--- src/rtl/imm_ext_pkg.sv ---
// Shared definitions for the immediate-extension pipeline stage.
// The 2-bit encodings select how a raw immediate is widened.
package imm_ext_pkg;

  localparam logic [1:0] MODE_SIGN   = 2'd0;
  localparam logic [1:0] MODE_ZERO   = 2'd1;
  localparam logic [1:0] MODE_UPPER  = 2'd2;
  localparam logic [1:0] MODE_BRANCH = 2'd3;

endpackage : imm_ext_pkg

--- src/rtl/imm_ext_core.sv ---
// Purely combinational immediate widening: sign, zero, upper-placed
// or sign-extended branch offset scaled by 2**SHIFT_BR.
module imm_ext_core
  import imm_ext_pkg::*;
#(
  parameter int IN_W     = 16,
  parameter int OUT_W    = 32,
  parameter int SHIFT_BR = 2
) (
  input  logic [IN_W-1:0]  in_data,
  input  logic [1:0]       mode,
  output logic [OUT_W-1:0] ext
);

  logic [OUT_W-1:0] zext;
  logic [OUT_W-1:0] sext;
  logic [OUT_W-1:0] upper;

  // NOTE: every variable written here gets a default first, so no path
  // leaves one unassigned and no latch is inferred.
  always_comb begin
    zext                = '0;
    zext[IN_W-1:0]      = in_data;
    sext                = zext;
    for (int i = IN_W; i < OUT_W; i++) begin
      sext[i] = in_data[IN_W-1];
    end
    upper               = '0;
    upper[OUT_W-1 -: IN_W] = in_data;

    ext = sext;
    case (mode)
      MODE_SIGN:   ext = sext;
      MODE_ZERO:   ext = zext;
      MODE_UPPER:  ext = upper;
      MODE_BRANCH: ext = sext << SHIFT_BR;
      default:     ext = sext;
    endcase
  end

endmodule : imm_ext_core

--- src/rtl/imm_extend_stage.sv ---
// Valid/ready pipeline stage around imm_ext_core: the extension is
// captured at acceptance into a two-entry skid buffer (main + skid).
module imm_extend_stage #(
  parameter int IN_W     = 16,
  parameter int OUT_W    = 32,
  parameter int SHIFT_BR = 2
) (
  input  logic             clk,
  input  logic             rst,
  input  logic             in_valid,
  output logic             in_ready,
  input  logic [IN_W-1:0]  in_data,
  input  logic [1:0]       in_mode,
  output logic             out_valid,
  input  logic             out_ready,
  output logic [OUT_W-1:0] out_data,
  output logic             out_neg
);

  logic [OUT_W-1:0] ext;
  logic             accept;
  logic             drain;

  logic             main_valid_q, main_valid_d;
  logic [OUT_W-1:0] main_data_q,  main_data_d;
  logic             skid_valid_q, skid_valid_d;
  logic [OUT_W-1:0] skid_data_q,  skid_data_d;

  imm_ext_core #(
    .IN_W    (IN_W),
    .OUT_W   (OUT_W),
    .SHIFT_BR(SHIFT_BR)
  ) u_core (
    .in_data(in_data),
    .mode   (in_mode),
    .ext    (ext)
  );

  // in_ready comes straight from the skid flag, so out_ready never
  // reaches it combinationally.
  assign in_ready  = ~skid_valid_q;
  assign accept    = in_valid & ~skid_valid_q;
  assign drain     = main_valid_q & out_ready;
  assign out_valid = main_valid_q;
  assign out_data  = main_data_q;
  assign out_neg   = main_data_q[OUT_W-1];

  always_comb begin
    main_valid_d = main_valid_q;
    main_data_d  = main_data_q;
    skid_valid_d = skid_valid_q;
    skid_data_d  = skid_data_q;

    if (drain) begin
      if (skid_valid_q) begin
        // Skid full means in_ready is low, so nothing new arrives here.
        main_data_d  = skid_data_q;
        skid_valid_d = 1'b0;
      end else begin
        main_valid_d = accept;
        if (accept) main_data_d = ext;
      end
    end else if (accept) begin
      if (!main_valid_q) begin
        main_valid_d = 1'b1;
        main_data_d  = ext;
      end else begin
        skid_valid_d = 1'b1;
        skid_data_d  = ext;
      end
    end
  end

  // NOTE: state registers use non-blocking assignments so every flop
  // samples the pre-edge values regardless of statement order.
  always_ff @(posedge clk) begin
    if (rst) begin
      main_valid_q <= 1'b0;
      skid_valid_q <= 1'b0;
      // NOTE: the data registers are cleared too, because out_data must
      // read zero after reset rather than whatever was last held.
      main_data_q  <= '0;
      skid_data_q  <= '0;
    end else begin
      main_valid_q <= main_valid_d;
      main_data_q  <= main_data_d;
      skid_valid_q <= skid_valid_d;
      skid_data_q  <= skid_data_d;
    end
  end

endmodule : imm_extend_stage

--- config.mk ---
export PLATFORM = sky130hd
export DESIGN_NAME = imm_extend_stage
export DESIGN_NICKNAME = d
export VERILOG_FILES = /design/src/rtl/imm_ext_pkg.sv /design/src/rtl/imm_ext_core.sv /design/src/rtl/imm_extend_stage.sv
export SDC_FILE = /design/constraint.sdc
export NUM_CORES = 1
export LEC_CHECK = 0
export ABC_AREA = 1
export CAP_MARGIN = 20
export CORE_MARGIN = 2
export CORE_UTILIZATION = 53
export CTS_CLUSTER_SIZE = 14
export DETAILED_ROUTE_END_ITERATION = 12
export PLACE_DENSITY_LB_ADDON = 0.2
export REMOVE_ABC_BUFFERS = 1
export SYNTH_ARGS = -nofsm -noshare
export SYNTH_HDL_FRONTEND = slang
export SYNTH_SLANG_ARGS = --single-unit
--- constraint.sdc ---
create_clock -name clk -period 1.5 [get_ports clk]
set_input_delay 0.3 -clock clk [delete_from_list [all_inputs] [get_ports clk]]
set_output_delay 0.3 -clock clk [all_outputs]
set_load 0.01 [all_outputs]
==> results of run 1 <==
## metrics by stage
step	area, sq um	utilization [%]	hold slack (ns)
detailed placement	4180	66.9	0.446
global placement	4180	66.9	0.437
finish	4310	69.1	0.456
CTS	4310	69.0	0.458
floorplan	3210	-	0.369
global route	4310	69.1	0.480
## registers in the layout, indices dropped and copies added, names as in the netlist
signal / cells
skid_data_q: 32
out_data: 32
skid_valid_q: 1
out_valid: 1
## power groups by stage
| stage | sequential (uW) | combinational, uW | clock, uW |
|---|---|---|---|
| 3_3_place_gp | 1970 | 901 | 0 |
| 4_1_cts | 1930 | 866 | 1350 |
| 3_5_place_dp | 1970 | 917 | 0 |
| 6_report | 1930 | 861 | 1340 |
| 5_1_grt | 1940 | 969 | 1430 |
| 2_1_floorplan | 2010 | 413 | 0 |
## final cells by class
type                       count  area [sq um]  share of cell area, %
timing repair buffer          86           837                   19.4
sequential                    66          1320                   30.7
multi-input combinational    391          1640                   38.0
inverter                      66           248                   5.74
clock inverter                 3          15.0                  0.348
tap                           77          96.3                   2.23
clock buffer                  12           155                   3.60
## per-layer routing
layer  part of all wire [%]  GRT usage, %  vias up
li1                       -             -     1822
met1                     44          32.4     1578
met2                     48          44.9      102
met3                    6.7          6.03       13
met4                    1.2          7.92        0
met5                      0             0        -
## logic make-up after synthesis
kind of cell	synth area share [%]
flops	39.2
simple gates	38.5
buf+inv	12.2
compound gates	10.1
## path summary, 6_finish.rpt
check / startpoint / endpoint / slack (ns) / cells past startpoint
setup / recovery: skid_valid_q / in_ready / 0.08 / 2
hold / removal: skid_data_q[0] / skid_data_q[0] / 0.46 / 2
setup reg to reg: skid_valid_q / out_data[10] / 0.20 / 8
hold reg to reg: skid_data_q[0] / skid_data_q[0] / 0.46 / 2
## what timing repair did
item                                    4_1_cts  5_1_grt
endpoints found under the setup margin       33        2
pin swaps                                     0        0
gates resized for setup                      34        2
cloned                                        0        0
## critical path: cells and delay by family (launching register included)
| kind | cells | cell delay (ns) |
|---|---|---|
| flops | 1 | 0.43 |
| buf+inv | 2 | 0.34 |
## layout by cell type, fill, tap and decap left out, drive strengths merged
cell type      Yosys  final
clkbuf            12     12
buf               21     30
o21ai             23     23
clkinv             0      3
a21oi             43     43
a211oi             1      1
nor2             108    108
dlygate4sd2        0     33
nand3             49     49
dfxtp             66     66
dlymetal6s2s       0      2
nand2            167    167
clkdlybuf4s50      0     21
inv               66     66
==> out/metrics.cfg, run 1 <==
[status]
outcome = finished clean

[setup_path]
worstPathRequired_ns = 1.20
crit_path_max_incr_delay_ns = 0.43
worst-endpoint-arrival_ns = 1.12
crit_type = register to primary output
cp-end-kind = primary output
crit_chain = inv_2 > dlygate4sd2_1
worst-path-max-fanout = 5
critPathSlowestCell = dfxtp_1
worstSetupStartpointType = register

[synth]
ys_seq_elements = 66
netlist_instances = 556
synth_top_flop_cell = dfxtp_1
yosysSeqAreaShare_pct = 39.2
syn_area_sq_mm = 0.00337
yosys-top-cells-count = nand2_1, nor2_1, dfxtp_1
yosysTopAreaCell = dfxtp_1
synth_edf_count = 0
synth.area.top_cells = dfxtp_1, nand2_1, nor2_1, inv_1, nand3_1
synth_top_area_share_pct = 39.2
synth_cell_types = 17
yosys.cell_count.top_type = nand2_1
async_flop_share_pct = 0
yosys_warnings = 0
synth_area_per_cell_sq_um = 6.06

[floorplanning]
chipWidth_um = 83.8
start_util_pct = 54.0
rows = 29
core_sq_mm = 0.00624
pin_count = 57
die_area_sq_mm = 0.00701
fp.dieH_um = 83.8

[power_and_ir_drop]
p_int_uw = 2920
total_power_uw = 4130
switching_power_uw = 1210
power_density_mw_per_mm2 = 957
power_frac_comb_pct = 20.9
p_clk_share_pct = 32.4
vdd_drop_max_uv = 546
swShare_pct = 29.3
p_leak_uw = 0.00218
power_frac_seq_pct = 46.7

[clocking]
cts_buffer_depth = 2
cts-buffers-inserted = 9
cts.reportedPaths.clkPinSlew_ns = 0.07
clk_latency_ns = 0.35
cts-root-buf = clkbuf_8
cts_tree = built
htreeDepth = 3
clock_sinks = 66
cts_setup_buffers = 0
ctsHoldBuffers = 0

[final_layout]
areaGrowthSynthToFinish_pct = 28.0
fill_cells = 575
nets = 642
antenna_cells = 0
final_cells = 701
layout-drive-gt1-share_pct = 8.81

[drt]
via_per_inst = 5.01
vias = 3515
first_pass_iters = 4
wl_per_cell_um = 12.4
drc = 0
drt-total-wl_um = 8670
drtIter0Drc = 209
antenna_left = 0

[placement]
post-dp-hpwl_um = 6020
place.gp.congestion = 0.870
dp_slack_ns = -0.176
place_inst = 686
io_buffers = 56

[timing]
setup_viol = 0
rsz0062_at_grt = false
slew_violations = 0
clock.fmax_mhz = 706
worst_slew_pin_slew_ns = 0.276
fin_worst_skew_ns = 0.0105
max-slew-margin-rel_pct = 81.6
setup_tns_ns = 0
fin_crit_ns = 1.42
hold_viol = 0
finalCritPeriodShare_pct = 94.4
worst_slack_ns = 0.0834

[grt]
antenna_found_initial = 0
gr-usage-all-layers_pct = 26.1
grt_first_pass_wirelength_um = 15100
grt_max_degree = 37
grt_pass1_vias = 3446
grt-ovfl-total = 0

[flow_run]
maxCapViolCount = 0

[worst_hold_path]
min_path_type = register to register

Power figures use the tool's default switching activity.
==> run 2, diff against run 1 <==
--- a/config.mk
+++ b/config.mk
@@ -7,10 +7,12 @@
 export LEC_CHECK = 0
 export ABC_AREA = 1
 export CAP_MARGIN = 20
+export CORE_ASPECT_RATIO = 0.9
 export CORE_MARGIN = 2
 export CORE_UTILIZATION = 53
 export CTS_CLUSTER_SIZE = 14
 export DETAILED_ROUTE_END_ITERATION = 12
+export GPL_TIMING_DRIVEN = 0
 export PLACE_DENSITY_LB_ADDON = 0.2
 export REMOVE_ABC_BUFFERS = 1
 export SYNTH_ARGS = -nofsm -noshare
==> constraint.sdc (replaced) <==
create_clock -name clk -period 1.4 [get_ports clk]
set_input_delay 0.28 -clock clk [delete_from_list [all_inputs] [get_ports clk]]
set_output_delay 0.28 -clock clk [all_outputs]
set_load 0.01 [all_outputs]
==> run 2 against run 1 <==
Critical path depth up 4. Cell count shrank 0.86%. Wire length is 11% higher. Largest power group unchanged. First-iteration DRC count rose by 44%.
==> out/metrics.cfg, run 2 (same netlist as run 1, synthesis figures left out) <==
[final_layout]
final_area_sq_mm = 0.00432  ; was 0.00431 sq mm
nets = 625  ; was 642
layout-drive-gt1-share_pct = 8.39  ; was 8.81%
final_cells = 695  ; was 701
antenna_cells = 0  ; unchanged
final_common_cell = nand2_1  ; unchanged
final_cell_mix = nand2_1, nor2_1, dfxtp_1, inv_1, nand3_1  ; unchanged
areaGrowthSynthToFinish_pct = 28.1  ; was 28.0%

[timing]
rsz0062_at_grt = true  ; was false
max-slew-margin-rel_pct = 60.4  ; was 81.6%
setup_tns_ns = 0  ; unchanged
setup_viol = 0  ; unchanged
finalCritPeriodShare_pct = 99.6
worst_slack_ns = 0.00523  ; was 0.0834 ns
fin_worst_skew_ns = 0.00610  ; was 0.0105 ns
hold_viol = 0  ; unchanged
slew_violations = 0  ; unchanged
clock.fmax_mhz = 717
fin_crit_ns = 1.39
worst_slew_pin_slew_ns = 0.595  ; was 0.276 ns

[drt]
drt-total-wl_um = 9610  ; was 8670 um
wl_per_cell_um = 13.8  ; was 12.4 um
vias = 3644  ; was 3,515
first_pass_iters = 5  ; was 4
drc = 0  ; unchanged
antenna_left = 0  ; unchanged
drtIter0Drc = 302  ; was 209
via_per_inst = 5.24  ; was 5.01

[clocking]
cts_tree = built  ; unchanged
clk_latency_ns = 0.35  ; about the same
htreeDepth = 3  ; unchanged
ctsHoldBuffers = 0  ; unchanged
clock_sinks = 66  ; unchanged
cts.reportedPaths.clkPinSlew_ns = 0.08  ; was 0.07 ns
cts-buffers-inserted = 9  ; unchanged
cts_buffer_depth = 2  ; unchanged
cts-root-buf = clkbuf_8  ; unchanged

[floorplanning]
rows = 27  ; was 29
core_sq_mm = 0.00615  ; was 0.00624 sq mm
chipWidth_um = 88.1  ; was 83.8 um
fp.dieH_um = 79.7  ; was 83.8 um
pin_count = 57  ; unchanged
die_area_sq_mm = 0.00701  ; about the same
start_util_pct = 54.8  ; was 54.0%

[placement]
post-dp-hpwl_um = 5010  ; was 6020 um
place.gp.congestion = 0.801  ; was 0.870
io_buffers = 56  ; unchanged
place_inst = 667  ; was 686
place_area_sq_mm = 0.00391  ; was 0.00418 sq mm
dp_slack_ns = -1.52  ; was -0.176 ns

[worst_hold_path]
min_path_type = primary input to register  ; was register to register

[flow_run]
maxCapViolCount = 0  ; unchanged

[setup_path]
worstSetupStartpointType = primary input  ; was register
rrSetupSlack_ns = 0.005  ; was 0.20 ns
cp-endpoint = skid_data_q[21]  ; was in_ready
r2r-end = skid_data_q[21]  ; was out_data[10]
cp-end-kind = register  ; was primary output
worst-path-max-fanout = 14  ; was 5
crit_type = primary input to register  ; was register to primary output
worstPathRequired_ns = 1.64  ; was 1.20 ns
reg2regPathDepth = 5  ; was 8
regToRegStartpoint = out_valid  ; was skid_valid_q
worst-endpoint-arrival_ns = 1.64  ; was 1.12 ns
cp-startpoint = in_valid  ; was skid_valid_q

[grt]
grt_max_degree = 56  ; was 37
grt_first_pass_wirelength_um = 14400  ; was 15,100 um
gr-usage-all-layers_pct = 26.3  ; was 26.1%
grt_pass1_vias = 3189  ; was 3,446
grt-ovfl-total = 0  ; unchanged
antenna_found_initial = 0  ; unchanged

[power_and_ir_drop]
p_leak_uw = 0.00209  ; was 0.00218 uW
total_power_uw = 4800  ; was 4130 uW
vdd_drop_max_uv = 689  ; was 546 uV
power_density_mw_per_mm2 = 1110  ; was 957 mW/mm^2

[status]
outcome = finished clean  ; unchanged

run 2: cell types whose count changed in the layout (fill, tap and decap cells not counted), sizes merged:
cell	previous run	this run
buf	30	11
clkdlybuf4s50	21	17
clkinvlp	0	4
bufinv	0	3
dlygate4sd2	33	36
inv	66	63
dlymetal6s2s	2	0
nand2	167	169
clkbuf	12	11
nand3	49	50
run 2: final cells by class:
class / instances / area (sq um)
Inverter: 66 / 287
Tap cell: 87 / 109
Timing Repair Buffer: 66 / 623
Multi-Input combinational cell: 394 / 1750
Clock buffer: 9 / 124
Clock inverter: 7 / 93.8
Fill cell: 523 / 1830
Sequential cell: 66 / 1330
run 2: worst min-delay path by stage:
stage | endpoint | cells past startpoint | startpoint
after floorplan | skid_data_q[10] | 1 | rst
after global placement | skid_data_q[0] | 2 | skid_data_q[0]
after detailed placement | skid_data_q[0] | 2 | skid_data_q[0]
after CTS | skid_data_q[0] | 2 | skid_data_q[0]
after global routing | skid_valid_q | 2 | out_ready
final | skid_valid_q | 2 | out_ready
run 2: where the power goes:
part	switching (uW)	internal (uW)	leakage [uW]	total [uW]
Combinational	569	375	0.00144	944
Clock	790	998	0.000105	1790
Sequential	69.1	2000	0.000542	2070
run 2: stage by stage:
step | utilization [%] | hold WS, ns
5_1_grt | 70.2 | 0.320
6_report | 70.2 | 0.309
3_5_place_dp | 63.6 | 0.446
3_3_place_gp | 63.1 | 0.440
2_1_floorplan | - | 0.349
4_1_cts | 69.0 | 0.456
run 2: routing by layer:
metal / global-route usage [%] / vias up / wire [um]
met5: 0 / - / 0
met4: 13.5 / 0 / 241
met3: 4.34 / 27 / 780
met2: 42.4 / 196 / 4410
met1: 33.9 / 1619 / 4180
li1: - / 1802 / -
run 2: critical path, cell delays in order:
cell             delay (ns)
clkdlybuf4s50_1        0.52
inv_1                  0.06
nor2_2                 0.25
nand2_2                0.28
nor2_1                 0.18
nor2_1                 0.06
run 2: timing repair:
| action | in CTS | in global routing |
|---|---|---|
| buffers inserted | 7 | 2 |
| gates resized for setup | 65 | 12 |
| pin swaps | 3 | 3 |
| gates cloned | 1 | 2 |
| setup endpoints to repair | 100 | 58 |
